[src/rtl/sdram_rr_arbiter.sv]
// Round-robin arbiter sharing one sys_sdram valid/ready port between NUM_REQ requesters.
// Grant is held until the downstream handshake completes, then priority rotates.
//
// state | meaning
// IDLE  | no grant; pick next valid requester after the rotating pointer
// BUSY  | requester gi owns sys_sdram until handshake or it drops req_valid
module sdram_rr_arbiter #(
  parameter int NUM_REQ = 4,
  parameter int AW      = 32,
  parameter int DW      = 32
) (
  input  logic                    clk,
  input  logic                    rst,
  input  logic [NUM_REQ-1:0]      req_valid,
  output logic [NUM_REQ-1:0]      req_ready,
  input  logic [NUM_REQ*AW-1:0]   req_addr,
  input  logic [NUM_REQ*DW-1:0]   req_wdata,
  input  logic [NUM_REQ*DW/8-1:0] req_wstrb,
  output logic [DW-1:0]           req_rdata,
  output logic                    m_valid,
  input  logic                    m_ready,
  output logic [AW-1:0]           m_addr,
  output logic [DW-1:0]           m_wdata,
  output logic [DW/8-1:0]         m_wstrb,
  input  logic [DW-1:0]           m_rdata,
  output logic [NUM_REQ-1:0]      grant,
  output logic                    busy
);

  localparam int IW = (NUM_REQ > 1) ? $clog2(NUM_REQ) : 1;
  localparam int SW = DW / 8;

  typedef enum logic {
    IDLE = 1'b0,
    BUSY = 1'b1
  } state_t;

  state_t             state;
  state_t             state_nxt;
  logic [NUM_REQ-1:0] grant_nxt;
  logic [IW-1:0]      gi;
  logic [IW-1:0]      gi_nxt;
  logic [IW-1:0]      last;
  logic [IW-1:0]      last_nxt;
  logic [IW-1:0]      scan_idx;
  logic [IW-1:0]      pick_idx;
  logic               pick_found;
  logic               sel_valid;

  // Scan last+1, last+2, ... so the most recently served requester is checked last.
  always_comb begin
    pick_found = 1'b0;
    pick_idx   = '0;
    scan_idx   = '0;
    for (int k = 1; k <= NUM_REQ; k++) begin
      scan_idx = IW'((int'(last) + k) % NUM_REQ);
      if (!pick_found && req_valid[scan_idx]) begin
        pick_found = 1'b1;
        pick_idx   = scan_idx;
      end
    end
  end

  assign sel_valid = req_valid[gi];
  assign busy      = (state == BUSY);

  always_comb begin
    m_valid   = 1'b0;
    m_addr    = '0;
    m_wdata   = '0;
    m_wstrb   = '0;
    req_rdata = '0;
    req_ready = '0;
    if (state == BUSY) begin
      m_valid   = sel_valid;
      m_addr    = req_addr[int'(gi)*AW +: AW];
      m_wdata   = req_wdata[int'(gi)*DW +: DW];
      m_wstrb   = req_wstrb[int'(gi)*SW +: SW];
      req_rdata = m_rdata;
      req_ready = grant & {NUM_REQ{sel_valid & m_ready}};
    end
  end

  always_comb begin
    state_nxt = state;
    grant_nxt = grant;
    gi_nxt    = gi;
    last_nxt  = last;
    case (state)
      IDLE: begin
        if (pick_found) begin
          state_nxt = BUSY;
          gi_nxt    = pick_idx;
          grant_nxt = NUM_REQ'(1) << pick_idx;
        end
      end
      BUSY: begin
        // A dropped request also advances the pointer so the dropper cannot starve others.
        if (!sel_valid || m_ready) begin
          state_nxt = IDLE;
          grant_nxt = '0;
          last_nxt  = gi;
        end
      end
      default: begin
        state_nxt = IDLE;
        grant_nxt = '0;
      end
    endcase
  end

  always_ff @(posedge clk or posedge rst) begin
    if (rst) begin
      state <= IDLE;
      grant <= '0;
      gi    <= '0;
      last  <= IW'(NUM_REQ - 1);
    end else begin
      state <= state_nxt;
      grant <= grant_nxt;
      gi    <= gi_nxt;
      last  <= last_nxt;
    end
  end

endmodule

[config.mk]
export PLATFORM = sky130hd
export DESIGN_NAME = sdram_rr_arbiter
export DESIGN_NICKNAME = d
export VERILOG_FILES = /design/src/rtl/sdram_rr_arbiter.sv
export SDC_FILE = /design/constraint.sdc
export NUM_CORES = 1
export LEC_CHECK = 0
export BUFFER_PORTS_ARGS = -buffer_cell sky130_fd_sc_hd__buf_2
export CAP_MARGIN = 20
export CORE_AREA = 5 5 160 162
export DETAILED_ROUTE_END_ITERATION = 10
export DIE_AREA = 0 0 165 167
export SYNTH_ARGS = -nofsm -noshare
export SYNTH_HDL_FRONTEND = slang
export SYNTH_SLANG_ARGS = --single-unit
[constraint.sdc]
create_clock -name clk -period 3.7 [get_ports clk]
set_input_delay 0.185 -clock clk [delete_from_list [all_inputs] [get_ports clk]]
set_output_delay 0.185 -clock clk [all_outputs]
set_load 0.02 [all_outputs]
; ---- Word level (Yosys, flattened, before mapping)
; Index checks and enable logic that the tools add are counted.
[word_totals]
register_bits = 9
latch_bits = 0
mem_bits_rw = 0
romBits = 0
in_bits = 311
output_inout_bits = 110
mem_count = 0
[op_classes]
add_sub_neg = 4
mul = 0
div_mod_pow = 0
magnitude_cmp = 5
n_eq_ne = 2
shifts = 4
mux = 30
n_bitwise = 3
reduce_logical = 11
[op_table]
columns = operator, count
row1 = 128-bit by 8-bit indexed part select with 32-bit output, 2
row2 = 32-bit two-way mux, 3
row3 = 4-bit two-way mux, 4
row4 = 16-bit by 5-bit indexed part select with 4-bit output, 1
row5 = "2-bit by 3-bit less-than comparator with 1-bit output, second input constant", 5
row6 = 1-bit two-way mux, 12
row7 = 1-bit binary-select mux with 2-bit select, 5
row8 = 2-bit two-way mux, 4
row9 = 4-bit one-hot mux with 2 select lines, 1
row10 = 2-bit AND reduction, 3
row11 = "2-bit by 1-bit adder with 2-bit output, second input constant", 2
row12 = "2-bit adder, second input constant", 2
row13 = 4-bit AND, 1
row14 = 1-bit logical NOT, 4
row15 = "1-bit by 2-bit left shift with 4-bit output, first input constant", 1
row16 = 1-bit logical AND, 3
row17 = "2-bit by 1-bit != test with 1-bit output, second input constant", 1
row18 = "2-bit != test, second input constant", 1
row19 = 1-bit one-hot mux with 2 select lines, 1
row20 = 1-bit AND, 1
row21 = 1-bit logical OR, 1
row22 = 1-bit inverter, 1

; ---- Logic depth before layout (Yosys ltp)
[logic_depth]
depth_word = 16
ltp_mapped = 6

; ---- Worst setup path before layout
; No wires, ideal clock.
[synth_timing]
kind = flip-flop to output port
startpoint = reg gi[0]
endpoint = out m_addr[0]
arrival_time_ns = 1.382
t_required_ns = 3.515
setup_slack_ns = 2.133
stages_incl_launch_ff = 5
cell_sequence = dfrtp_1 buf_6 buf_12 mux4_2 and2_1
[synth_between]
elab_chain_len = 2
[synth_rtl]
columns = item, line
row1 = from (decl), 41  ; logic [IW-1:0] gi;
row2 = from (signal assigned), 121  ; gi <= gi_nxt;
row3 = 128-bit by 8-bit indexed part select with 32-bit output, 76  ; m_addr = req_addr[int'(gi)*AW +: AW];
row4 = 32-bit two-way mux, 74  ; if (state == BUSY) begin
row5 = to (decl), 22  ; output logic [AW-1:0] m_addr,
; No other way between the ends.

; ---- Worst setup path in the final report
[layout_timing]
startpoint = reg gi[1]
endpoint = out m_addr[8]
; The elaborated chain is that of the path after synthesis.

==> results.md <==
- DRC Markers: 0
- Crit Path Class: register to output pin
- Synth warn: 0
- Starting Density: 12.3%
- Total grt overflow: 0
- Top cells by count, synth: 100 x and2_1, 68 x mux4_2, 11 x clkbuf_1
- DP HPWL: 15400 um
- Post-DR vias/cell: 4.02
- Clk buf depth: 2
- Initial drt markers: 170
- CTS tree: done
- H-tree levels: 1
- Final Slew Violations: 0
- Initial antenna violation count: 3
- Core area: 0.0240 mm2
- Worst EP required: roughly 3.5 ns
- First-pass GRT wire length: 24700 um
- RSZ-0062 raised after global routing: false
- Largest net degree at the start of global routing: between 70 and 80
- Post-synthesis sequential area ratio: 7.73%
- Critical Path End Type: output pin
- Static Leak: 2.76 nW
- IO Pins: 421
- Power Total: 3.77 mW
- Post-synth EDFFs: 0
- Post-synth cell types: 31
- Die Y: ~170 um
- Sum Neg Setup Slack: 0 ns
- Slew @ Worst Pin: 0.770 ns
- Routability Congestion: 0.980
- Total CTS buffers: 3
- Hold buffer count at cts: 1
- Async SR Flop Fraction: 100%
- Most frequent cell after synthesis: and2_1
- CP max stage cell: dfrtp_4
- Worst vdd ir: roughly 0.00032 V
- Status: finished, final reports clean
- Fin Clk Skew: between 0.0003 and 0.0004 ns
- Total GRT Usage: 11.6%
- Min Tclk post-route: 2.43 ns
- Synthesized area: 0.00295 mm2
- Input/output buffers: 420
- MaxCap Viol Count: 0
- Clock Sinks: 9
- Fin. Hold Viols: 0
- Final setup vio count: 0
- Cell-by-cell trace of the critical path: buf_4, mux4_2, and2_1, buf_2
- Post-Syn Nets: between 500 and 600
- Fmax: 412 MHz
- Layout area overhead: 82.1%
- CTS Root Cell: clkbuf_16
- Detailed Routing Iterations Pass 1: 4
- #FFs+latches synth: 9
- Die Span X: 165 um
- Fin nets: 965
- Cell row count: 57
- Crit-path max cell delay: 0.92 ns
- Share of layout cells above drive strength 1: 77.5%
- Reg clk slew, reported paths: 0.04 ns
- CP Max Fanout: 53
- Startpoint Class: register
- Worst min path class: input pin to register
- Vias in the first global route: 4128
- Via Count: 3929
- Post-CTS sizing: 0
- Full die area: ~0.028 mm2
- Post-CTS Setup Inserts: 0
- Post-route ant nets: 0
- Area contributors post-synth: mux4_2 52%, and2_1 21%, dfrtp_1 5.9%, buf_12 4.8%, dfstp_2 1.8%
- Power Density: 703 mW/mm2
- Final period util: between 60% and 70%
- Post-synth top area cell: mux4_2
- Top cell type's share of synthesized area: between 50% and 60%
- Clk_lat worst skew: about 0.23 ns
- Post-Syn Area per Cell: 11.7 um2
- WL per Instance: 17.9 um
- Final wirelength: 17500 um
- Arrival time at the worst endpoint: between 2 and 2.5 ns
- Relative slew slack: between 40% and 50%
- Main synth FF type: dfrtp_1
- Mapped Cells: 251
## worst paths after layout
| kind | start | endpoint | slack [ns] | cells after the start |
|---|---|---|---|---|
| worst max-delay path | gi[1]$_DFFE_PP0P_ | m_addr[8] | 1.27 | 4 |
| worst min-delay path | m_ready | busy$_DFF_PP0_ | 0.27 | 3 |
| worst max register to register | gi[1]$_DFFE_PP0P_ | busy$_DFF_PP0_ | 1.77 | 4 |
| worst min register to register | last[1]$_DFFE_PP1P_ | last[1]$_DFFE_PP1P_ | 0.53 | 2 |
| max in group asynchronous | rst | last[0]$_DFFE_PP1P_ | 2.92 | 3 |
| min in group asynchronous | rst | grant[2]$_DFFE_PP0P_ | 0.48 | 3 |
## through the flow
| step | hold slack [ns] | util [%] | std cells | worst slack (ns) | cell area (um2) |
|---|---|---|---|---|---|
| 3_5_place_dp | 0.174 | 21.9 | 971 | 1.48 | 5250 |
| 5_1_grt | 0.282 | 22.4 | 977 | 1.13 | 5360 |
| 2_1_floorplan | 0.0115 | - | 251 | 2.13 | 2950 |
| 3_3_place_gp | 0.165 | 21.9 | 971 | 1.49 | 5250 |
| 6_report | 0.268 | 22.4 | 978 | 1.27 | 5360 |
| 4_1_cts | 0.268 | 22.3 | 976 | 1.23 | 5340 |
## cells by family (layout without fill, tap and decap cells)
| logic type | count (synthesis) | in the layout | synth area share (%) |
|---|---|---|---|
| AO/OA/AOI/OAI | 16 | 16 | 4.12 |
| buffers and inverters | 31 | 433 | 8.96 |
| flip-flops | 9 | 9 | 7.73 |
| multiplexers | 72 | 72 | 53.8 |
| other | 0 | 1 | 0 |
| AND/OR/NAND/NOR | 123 | 123 | 25.4 |
## routing by layer
layer  vias up  global-route usage [%]  share of wire, %
li1       1770                       -                 -
met2       241                    20.6                50
met3        14                    2.97                10
met1      1900                    14.3                39
met4         4                    1.37              0.79
met5         -                       0              0.15
## registers in the layout, summed over array words and instances (netlist names)
name / flops
busy: 1
gi: 2
grant: 4
last: 2
## power breakdown
group	internal [mW]	leakage, nW	total (mW)	switching, mW
combinational	1.52	2.62	3.19	1.67
sequential	0.163	0.106	0.388	0.225
clock	0.144	0.0382	0.191	0.0473
## final cells by class
cell class	count	area, um2
Fill cell	2628	18600
Multi-Input combinational cell	211	2450
Timing Repair Buffer	426	2170
Tap cell	324	405
Sequential cell	9	236
Clock buffer	4	78.8
Inverter	3	11.3
Antenna cell	1	2.50
## cells in the final DEF (no fill, tap or decap), types with 2 or more instances in the layout
cell type	instances
a21oi_1	2
and2_1	100
and3_1	5
buf_12	2
buf_2	420
buf_4	3
clkbuf_16	3
dfrtp_1	4
dfrtp_4	2
dfstp_2	2
inv_1	3
mux2i_2	2
mux4_2	68
nand2_1	6
nand2b_1	4
nor2_1	3
o21ai_0	4
o22ai_1	4
## critical path, delay by kind of cell (launching register included)
family | cells | cell delay, ns
buffers and inverters | 2 | 0.55
DFF | 1 | 0.92
muxes | 1 | 0.34
and+or+nand+nor | 1 | 0.16
No activity file was read; power rests on OpenSTA's default activity.
